==> config.mk <==
export PLATFORM = sky130hd
export DESIGN_NAME = gen_reg_access_ctrl
export DESIGN_NICKNAME = d
export VERILOG_FILES = /design/src/rtl/gen_reg_acc_pkg.sv /design/src/rtl/gen_reg_half_merge.sv /design/src/rtl/gen_reg_access_ctrl.sv
export SDC_FILE = /design/constraint.sdc
export NUM_CORES = 1
export LEC_CHECK = 0
export ABC_CLOCK_PERIOD_IN_PS = 4980
export BUFFER_PORTS_ARGS = -buffer_cell sky130_fd_sc_hd__buf_2
export CAP_MARGIN = 5
export CORE_ASPECT_RATIO = 1.4
export CORE_MARGIN = 2
export CORE_UTILIZATION = 45
export DETAILED_ROUTE_END_ITERATION = 10
export PLACE_DENSITY_LB_ADDON = 0.2
export SLEW_MARGIN = 40
export SYNTH_ARGS = -nofsm -noshare
export SYNTH_HDL_FRONTEND = slang
export SYNTH_SLANG_ARGS = --single-unit
==> constraint.sdc <==
create_clock -name clk -period 4.98 [get_ports clk]
set_clock_uncertainty 0.2 [all_clocks]
set_input_delay 0.249 -clock clk [delete_from_list [all_inputs] [get_ports clk]]
set_output_delay 0.249 -clock clk [all_outputs]
set_load 0.01 [all_outputs]
==> src/rtl/gen_reg_acc_pkg.sv <==
// Shared select encodings, FSM state type and half-word width for the
// general register access controller.
package gen_reg_acc_pkg;

  localparam logic [1:0] SEL_FULL = 2'b00;
  localparam logic [1:0] SEL_HIGH = 2'b01;
  localparam logic [1:0] SEL_LOW  = 2'b10;
  localparam logic [1:0] SEL_RSVD = 2'b11;

  localparam int DATA_W = 20;
  localparam int HALF_W = DATA_W / 2;

  typedef enum logic [2:0] {
    ST_IDLE,
    ST_RD,
    ST_CAP,
    ST_WR,
    ST_RESP
  } state_t;

endpackage

==> src/rtl/gen_reg_half_merge.sv <==
// Combinational half-word merge (for read-modify-write) and extract/extend.
// Macro GEN_REG_ACC_SIGN_EXT_EN selects sign extension of extracted halves.
module gen_reg_half_merge
  import gen_reg_acc_pkg::*;
#(
  parameter int DATA_W = 20
) (
  input  logic [DATA_W-1:0]   word,
  input  logic [DATA_W/2-1:0] half,
  input  logic [1:0]          sel,
  output logic [DATA_W-1:0]   merged,
  output logic [DATA_W-1:0]   extracted
);

  localparam int HW = DATA_W / 2;

  logic [HW-1:0] h;

  always_comb begin
    merged = word;
    h      = word[HW-1:0];
    case (sel)
      SEL_HIGH: begin
        merged = {half, word[HW-1:0]};
        h      = word[DATA_W-1:HW];
      end
      SEL_LOW:  merged = {word[DATA_W-1:HW], half};
      default:  ;
    endcase
`ifdef GEN_REG_ACC_SIGN_EXT_EN
    extracted = {{HW{h[HW-1]}}, h};
`else
    extracted = {{HW{1'b0}}, h};
`endif
    if (sel == SEL_FULL) extracted = word;
  end

endmodule

==> src/rtl/gen_reg_access_ctrl.sv <==
// Single-outstanding register-file access initiator with half-word RMW.
// Optional macro GEN_REG_ACC_SIGN_EXT_EN: sign-extend half-word reads.
module gen_reg_access_ctrl
  import gen_reg_acc_pkg::*;
#(
  parameter int DATA_W   = 20,
  parameter int ADDR_W   = 10,
  parameter int NUM_REGS = 6
) (
  input  logic              clk,
  input  logic              rst,
  input  logic              req_valid,
  output logic              req_ready,
  input  logic              req_write,
  input  logic [1:0]        req_sel,
  input  logic [ADDR_W-1:0] req_addr,
  input  logic [DATA_W-1:0] req_wdata,
  output logic              resp_valid,
  input  logic              resp_ready,
  output logic [DATA_W-1:0] resp_data,
  output logic              resp_err,
  output logic              rf_re,
  output logic              rf_we,
  output logic [ADDR_W-1:0] rf_addr,
  output logic [DATA_W-1:0] rf_wdata,
  input  logic [DATA_W-1:0] rf_rdata
);

  localparam int HW = DATA_W / 2;

  state_t            st, st_nxt;
  logic              wr_q, err_q, bad;
  logic [1:0]        sel_q;
  logic [HW-1:0]     hw_q;
  logic [DATA_W-1:0] merged, extracted;

  assign bad = (req_addr >= ADDR_W'(NUM_REGS)) || (req_sel == SEL_RSVD);

  // rf_rdata is only meaningful in CAP, so it feeds the merge unit directly
  gen_reg_half_merge #(.DATA_W(DATA_W)) u_merge (
    .word      (rf_rdata),
    .half      (hw_q),
    .sel       (sel_q),
    .merged    (merged),
    .extracted (extracted)
  );

  always_ff @(posedge clk) begin
    if (rst) st <= ST_IDLE;
    else     st <= st_nxt;
  end

  always_comb begin
    st_nxt     = st;
    req_ready  = 1'b0;
    rf_re      = 1'b0;
    rf_we      = 1'b0;
    resp_valid = 1'b0;
    resp_err   = 1'b0;
    case (st)
      ST_IDLE: begin
        req_ready = 1'b1;
        if (req_valid) begin
          if (bad)                                st_nxt = ST_RESP;
          else if (req_write && req_sel == SEL_FULL) st_nxt = ST_WR;
          else                                    st_nxt = ST_RD;
        end
      end
      ST_RD:  begin rf_re = 1'b1; st_nxt = ST_CAP; end
      ST_CAP: st_nxt = wr_q ? ST_WR : ST_RESP;
      ST_WR:  begin rf_we = 1'b1; st_nxt = ST_RESP; end
      ST_RESP: begin
        resp_valid = 1'b1;
        resp_err   = err_q;
        if (resp_ready) st_nxt = ST_IDLE;
      end
      default: st_nxt = ST_IDLE;
    endcase
  end

  // Datapath: resp_data/rf_wdata are only loaded on state transitions so
  // they stay stable through RESP backpressure.
  always_ff @(posedge clk) begin
    if (rst) begin
      wr_q      <= 1'b0;
      err_q     <= 1'b0;
      sel_q     <= SEL_FULL;
      hw_q      <= '0;
      resp_data <= '0;
      rf_addr   <= '0;
      rf_wdata  <= '0;
    end else begin
      case (st)
        ST_IDLE: if (req_valid) begin
          wr_q  <= req_write;
          sel_q <= req_sel;
          hw_q  <= req_wdata[HW-1:0];
          err_q <= bad;
          if (bad) resp_data <= '0;
          else begin
            rf_addr <= req_addr;
            if (req_write && req_sel == SEL_FULL) rf_wdata <= req_wdata;
          end
        end
        ST_CAP: begin
          if (wr_q) rf_wdata  <= merged;
          else      resp_data <= extracted;
        end
        ST_WR:   resp_data <= rf_wdata;
        default: ;
      endcase
    end
  end

endmodule

==> results.py, run 1 <==
metrics = {
    "cts": {
        "tritoncts": "done",
        "cts_buffers": 9,
        "cts-resized-gates": 0,
        "cts_setup_buffers": 0,
        "cts.reportedPaths.clkPinSlew_ps": 70,
        "cts-hold-fix-buffers": 17,
        "htree_levels": 3,
        "numClockSinks": 67,
        "cts.path.max_buffers": 2,
        "cts_root_buf": "clkbuf_8",
        "clk-insertion-delay-late_ps": 340,
    },
    "yosys": {
        "yosysWarningCount": 0,
        "synth_cells": 370,
        "mappedNetlistNets": 430,
        "synth.largest_area_cell": "dfxtp_1",
        "synthDominantCellAreaShare_pct": 40.19,
        "ys_seq_area_share_pct": 40.19,
        "synth.ff_latch_count": 67,
        "yosys-top-cells-area": "dfxtp_1 (40%), a22oi_1 (9.2%), mux2i_1 (6.9%)",
        "synthDistinctLibCells": 33,
        "syn_avg_cell_area_um2": 9.019,
        "post_synth_instance_area_um2": 3337,
    },
    "critical_path": {
        "worstReg2RegEnd": "resp_data[15]$_SDFFE_PP0P_",
        "r2r_start": "st[1]$_SDFFE_PP0P_",
        "timing.critical_path.slowest_cell_delay_ps": 540,
        "cp_slowest_cell": "dlygate4sd3_1",
        "setup.worst_path.class": "in2reg",
        "start_kind": "input port",
        "crit_chain": "dlygate4sd3_1 -> buf_2 -> a22oi_1 -> nand4_1 -> buf_4 -> and3_1 -> a211oi_1",
        "required_time_worst_endpoint_ps": 5030,
        "setup.worst_path.end_class": "flip-flop",
        "worstPathMaxFanout": 24,
        "worst_ep_arrival_time_ps": 2510,
        "reg2regPathDepth": 5,
        "regToRegSetupSlack_ps": 2600,
    },
    "power_and_ir_drop": {
        "totalPowerFinal_uw": 1140,
        "power.density_nw_per_um2": 267.7,
        "cellLeakagePower_uw": 0.001946,
        "vdd.ir_drop.worst_v": 0.0001669,
    },
    "global_routing": {
        "groute.layer.met1.usage_pct": 28.61,
        "grt_first_pass_wirelength_um": 15610,
        "antenna_found_initial": 0,
        "grtUsageMet2_pct": 41.67,
        "grt_overflow_total": 0,
        "grt_pass1_vias": 3060,
        "met3_usage_pct": 6.027,
        "top_usage_layer": "met2",
        "grt_util_all_layers_pct": 24.85,
        "grt_max_degree": 44,
    },
    "timing": {
        "timing.final.crit_share_pct": 49.40,
        "period_needed_ps": 2460,
        "rsz0062_at_grt": "false",
        "postLayoutSetupSlackWorst_ps": 2520,
        "setup-violations-final": 0,
        "finalHoldViolCount": 0,
        "max_slew_violation_count": 0,
        "normalized_max_slew_margin_pct": 49.57,
        "hold_slack_ps": 94.46,
        "maxClockFrequency_mhz": 406.5,
        "setup_total_negative_slack_ps": 0,
        "tightestPinTransition_ps": 756.5,
    },
    "route": {
        "dr_total_vias": 3289,
        "detailedRoute.firstIterationViolations": 235,
        "drt.antenna.violating_nets": 0,
        "viasPerCell": 5.671,
        "wirelength_um": 10110,
        "first_pass_iters": 5,
        "drc_errors": 0,
        "wl_per_cell_um": 17.42,
    },
    "placed_design": {
        "gp_congestion": 0.8536,
        "pre_cts_slack_ps": 2473,
        "hpwlAfterDp_um": 7266,
        "port_buffers": 111,
    },
    "flow_run": {
        "max_cap_viol": 0,
    },
    "floorplanning": {
        "initial_utilization_pct": 45.91,
        "die_width_um": 76.78,
        "io_pins": 112,
        "dieArea_um2": 8130,
        "rows": 37,
        "die_h_um": 105.9,
        "core-area_um2": 7268,
    },
    "outcome": {
        "run_status": "finished, final reports clean",
    },
    "worst_hold_path": {
        "timing.hold.worst.class": "in2reg",
        "hold_path_origin": "req_wdata[14]",
        "min_delay_path_depth": 4,
        "worstHoldEndpoint": "rf_wdata[14]$_SDFFE_PP0P_",
    },
    "final_layout": {
        "insertedDiodeCount": 0,
        "drive_gt1_share_pct": 30.64,
        "nets": 540,
        "synthToLayoutAreaGrowth_pct": 27.60,
    },
}
-- routing by layer --
metal | routed length, um | up-vias
li1 | - | 1579
met1 | 4079 | 1542
met2 | 4910 | 145
met3 | 664 | 23
met4 | 452 | 0
met5 | 0 | -
-- kinds of logic after synthesis --
family / share of synthesized area, %
buf+inv: 5.287
fa+ha+maj: 1.125
flops: 40.20
compound gates: 25.83
mux: 10.27
simple gates: 17.29
-- final cells by class --
type                            count  area (um2)
Multi-Input combinational cell    263        1831
Fill cell                         673        3010
Inverter                            3       11.26
Sequential cell                    67        1341
Tap cell                           97       121.4
Clock inverter                      2       12.51
Clock buffer                       12       155.1
Timing Repair Buffer              136       785.8
-- critical path, delay by kind of cell --
kind	cells	cell delay [ps]
buffers and inverters	3	920
AOI/OAI and AO/OA	2	730
and+or+nand+nor	2	610
-- stage by stage --
step / area (um2) / std cells / util [%]
2_1_floorplan: 3337 / 370 / -
3_3_place_gp: 3900 / 547 / 53.66
3_5_place_dp: 3913 / 548 / 53.83
4_1_cts: 4250 / 579 / 58.48
5_1_grt: 4258 / 580 / 58.58
6_report: 4258 / 580 / 58.58
-- sequential cells by signal (all words and copies together), names as in the netlist --
name	flops
resp_data	20
rf_wdata	20
hw_q	10
rf_addr	10
st	3
sel_q	2
err_q	1
wr_q	1
-- report_power, final --
group          internal, uW  total [uW]  switching, uW
combinational          81.4         170           88.3
clock                   202         400            199
sequential              555         570           14.7
-- cells in the mapped netlist (all sizes together) --
master / count
dfxtp: 67
a22oi: 41
nand2: 28
nor2: 27
nand2b: 26
clkbuf: 23
mux2i: 23
a211o: 20
a211oi: 20
a31oi: 20
a21oi: 16
buf: 14
and2: 11
mux2: 10
ha: 3
inv: 3
nor3: 3
nand3: 2
nand4: 2
nor2b: 2
nor3b: 2
o21a: 2
and3: 1
nor4: 1
nor4b: 1
o221ai: 1
or3: 1
-- placed cells by master (no fill, tap or decap), drive strengths merged --
master       synthesis  routed
inv                  3       3
and2                11      11
dlygate4sd3          0      17
a21oi               16      16
nand2               28      28
o21a                 2       2
nand4                2       2
ha                   3       3
a22oi               41      41
nor4                 1       1
nor2                27      27
nor3b                2       2
nor2b                2       2
nor3                 3       3
clkinv               0       1
nand3                2       2
a31oi               20      20
o221ai               1       1
clkbuf              23      12
a211o               20      20
and3                 1       1
nand2b              26      26
buf                 14     119
a211oi              20      20
mux2                10      10
dfxtp               67      67
nor4b                1       1
mux2i               23      23
clkinvlp             0       1
or3                  1       1
-- how the worst max path moves through the flow --
stage                           from                         end  slack [ps]  cells past startpoint
3_5_place_dp      st[2]$_SDFFE_PP0P_    rf_wdata[4]$_SDFFE_PP0P_        2470                      5
2_1_floorplan  sel_q[1]$_SDFFE_PP0P_   resp_data[0]$_SDFFE_PP0P_        3100                      7
6_report                 req_addr[2]  resp_data[15]$_SDFFE_PP0P_        2520                      7
4_1_cts           st[2]$_SDFFE_PP0P_    rf_wdata[4]$_SDFFE_PP0P_        2430                      5
3_3_place_gp      st[2]$_SDFFE_PP0P_   resp_data[0]$_SDFFE_PP0P_        2460                      4
5_1_grt                  req_addr[2]  resp_data[15]$_SDFFE_PP0P_        2380                      7
Note: power is estimated with default switching activity, not from simulation.
==> run 2: changes to the inputs <==
--- a/config.mk
+++ b/config.mk
@@ -5,7 +5,7 @@
 export SDC_FILE = /design/constraint.sdc
 export NUM_CORES = 1
 export LEC_CHECK = 0
-export ABC_CLOCK_PERIOD_IN_PS = 4980
+export ABC_CLOCK_PERIOD_IN_PS = 1990
 export BUFFER_PORTS_ARGS = -buffer_cell sky130_fd_sc_hd__buf_2
 export CAP_MARGIN = 5
 export CORE_ASPECT_RATIO = 1.4
==> constraint.sdc (replaced) <==
create_clock -name clk -period 1.99 [get_ports clk]
set_clock_uncertainty 0.2 [all_clocks]
set_input_delay 0.0995 -clock clk [delete_from_list [all_inputs] [get_ports clk]]
set_output_delay 0.0995 -clock clk [all_outputs]
set_load 0.01 [all_outputs]
==> run 2 against run 1 <==
  * Utilization rose by 3.9 points
  * Sequential share of layout area fell by 1.9 points
  * Die area did not move
  * Count of clock-buffer cells in the layout fell by 2
  * Via count rose by 3.2%
  * Total power rose to 2.6 times the previous value
  * Non-clock buffer count rose by 22
  * Routed wire length rose by 3.4%
  * Final area rose by 6.7%
  * Highest routed layer unchanged
==> results.py, run 2 (same netlist as run 1, synthesis figures left out) <==
metrics = {
    "outcome": {
        "run_status": "finished, final reports clean",
    },
    "placed_design": {
        "dpl_cell_area_um2": 4013,
        "port_buffers": 111,
        "hpwlAfterDp_um": 7465,
        "gp_congestion": 0.8825,
    },
    "timing": {
        "setup_total_negative_slack_ps": 0,
        "normalized_max_slew_margin_pct": 70.81,
        "max_slew_violation_count": 0,
        "finalHoldViolCount": 0,
        "timing.final.crit_share_pct": 95.44,
        "rsz0062_at_grt": "false",
        "tightestPinTransition_ps": 437.9,
        "hold_slack_ps": 17.05,
        "maxClockFrequency_mhz": 526.5,
        "period_needed_ps": 1899,
        "setup-violations-final": 0,
    },
    "critical_path": {
        "critical-path-top-delay-family": "simple AND/OR/NAND/NOR gates",
        "cp_slowest_cell": "dfxtp_1",
        "required_time_worst_endpoint_ps": 2020,
        "start_kind": "flip-flop",
        "worstPathMaxFanout": 20,
        "setup.worst_path.end_class": "flip-flop",
        "cp_num_buf_inv": 1,
        "timing.critical_path.slowest_cell_delay_ps": 420,
        "crit_chain": "nor4b_4 -> nand4_4 -> o21a_1 -> buf_12 -> mux2i_1",
        "worst_ep_arrival_time_ps": 1930,
        "setup.worst_path.class": "reg2reg",
    },
    "final_layout": {
        "most-common-layout-cells": "buf_2 (111), dfxtp_1 (66), a22oi_1 (40), dlygate4sd3_1 (31), nand2_1 (28)",
        "synthToLayoutAreaGrowth_pct": 36.11,
        "mostFrequentLayoutCell": "buf_2",
        "drive_gt1_share_pct": 32.54,
        "post-route-cell-area_um2": 4542,
        "insertedDiodeCount": 0,
        "reg_top3": "resp_data (20), rf_wdata (20)",
        "nets": 562,
    },
    "route": {
        "wirelength_um": 10450,
        "dr_total_vias": 3395,
        "first_pass_iters": 5,
        "drc_errors": 0,
        "dr_wl_met2_um": 5041,
        "drt.antenna.violating_nets": 0,
        "met3_length_um": 652,
        "wl_per_cell_um": 17.30,
        "wirelength_met1_um": 4246,
        "viasPerCell": 5.621,
        "route.top_layer_used": "met4",
        "detailedRoute.firstIterationViolations": 263,
    },
    "power_and_ir_drop": {
        "power.density_nw_per_um2": 661.4,
        "switchingPower_uw": 805.2,
        "totalPowerFinal_uw": 3004,
        "switching_share_pct": 26.80,
        "vdd.ir_drop.worst_v": 0.0004355,
        "cellLeakagePower_uw": 0.002072,
        "cellInternalPower_uw": 2199,
        "power.share.clock_pct": 37.2,
        "pwr-share-seq_pct": 47.4,
        "pwr-share-comb_pct": 15.4,
    },
    "global_routing": {
        "grt_util_all_layers_pct": 26.42,
        "grt_overflow_total": 0,
        "grt_first_pass_wirelength_um": 16820,
        "grt_pass1_vias": 3345,
        "antenna_found_initial": 0,
        "grt_max_degree": 39,
    },
    "floorplanning": {
        "die_h_um": 105.9,
        "initial_utilization_pct": 45.91,
        "core-area_um2": 7268,
        "io_pins": 112,
        "rows": 37,
        "die_width_um": 76.78,
        "dieArea_um2": 8130,
    },
    "cts": {
        "htree_levels": 3,
        "clk-insertion-delay-late_ps": 340,
        "cts_buffers": 9,
        "tritoncts": "done",
        "cts_root_buf": "clkbuf_8",
        "numClockSinks": 67,
        "cts.reportedPaths.clkPinSlew_ps": 70,
        "cts.path.max_buffers": 2,
        "cts_setup_buffers": 0,
    },
    "flow_run": {
        "max_cap_viol": 0,
    },
    "worst_hold_path": {
        "timing.hold.worst.class": "in2reg",
    },
}
==> run 2: cell types whose count changed in the layout (fill, tap and decap cells not counted), sizes merged <==
cell | before | now
buf | 119 | 127
dlygate4sd3 | 17 | 31
bufinv | 0 | 1
clkinvlp | 1 | 3
clkbuf | 12 | 10
clkinv | 1 | 2
==> run 2: layout make-up <==
| cell class | instances | area, um2 |
|---|---|---|
| tap | 97 | 121.4 |
| clock inverter | 6 | 66.31 |
| sequential | 67 | 1343 |
| timing repair buffer | 158 | 1023 |
| inverter | 3 | 11.26 |
| fill | 658 | 2726 |
| multi-input combinational | 263 | 1849 |
| clock buffer | 10 | 127.6 |
==> run 2: final timing paths <==
path	slack, ps	from	depth (start not counted)	end
max	90	st[2]$_SDFFE_PP0P_	5	rf_wdata[18]$_SDFFE_PP0P_
min	20	req_addr[3]	5	rf_addr[2]$_SDFFE_PP0P_
max reg2reg	90	st[2]$_SDFFE_PP0P_	5	rf_wdata[18]$_SDFFE_PP0P_
min reg2reg	260	wr_q$_SDFFE_PP0P_	2	wr_q$_SDFFE_PP0P_
==> run 2: timing repair <==
item / in CTS / in global routing
gates resized for setup: 2 / 9
setup endpoints to repair: 8 / 42
hold buffers: 31 / 0
hold endpoints to repair: 40 / 0
==> run 2: power groups by stage <==
stage               Clock (uW)  Sequential, uW  Combinational, uW
floorplan                    0            1460                238
global placement             0            1460                398
detailed placement           0            1460                404
CTS                       1130            1430                452
global route              1200            1430                508
finish                    1120            1420                463
==> run 2: metal layers <==
layer	track usage, %	vias up
met5	0	-
met4	15.32	0
met3	5.688	33
met2	44.80	154
met1	30.50	1582
li1	-	1626
==> run 2: per-stage QoR <==
step,instances,setup WS [ps],utilization [%]
6_report,604,90.68,62.49
3_5_place_dp,557,-46.29,55.21
3_3_place_gp,557,22.22,55.21
5_1_grt,604,12.61,62.49
4_1_cts,604,11.74,62.20
2_1_floorplan,370,108.7,-
==> run 2: worst reg2reg max path: stages, from the launching register on <==
cell	delay, ps
dfxtp_1	420
nor4b_4	400
nand4_4	200
o21a_1	250
buf_12	170
mux2i_1	150
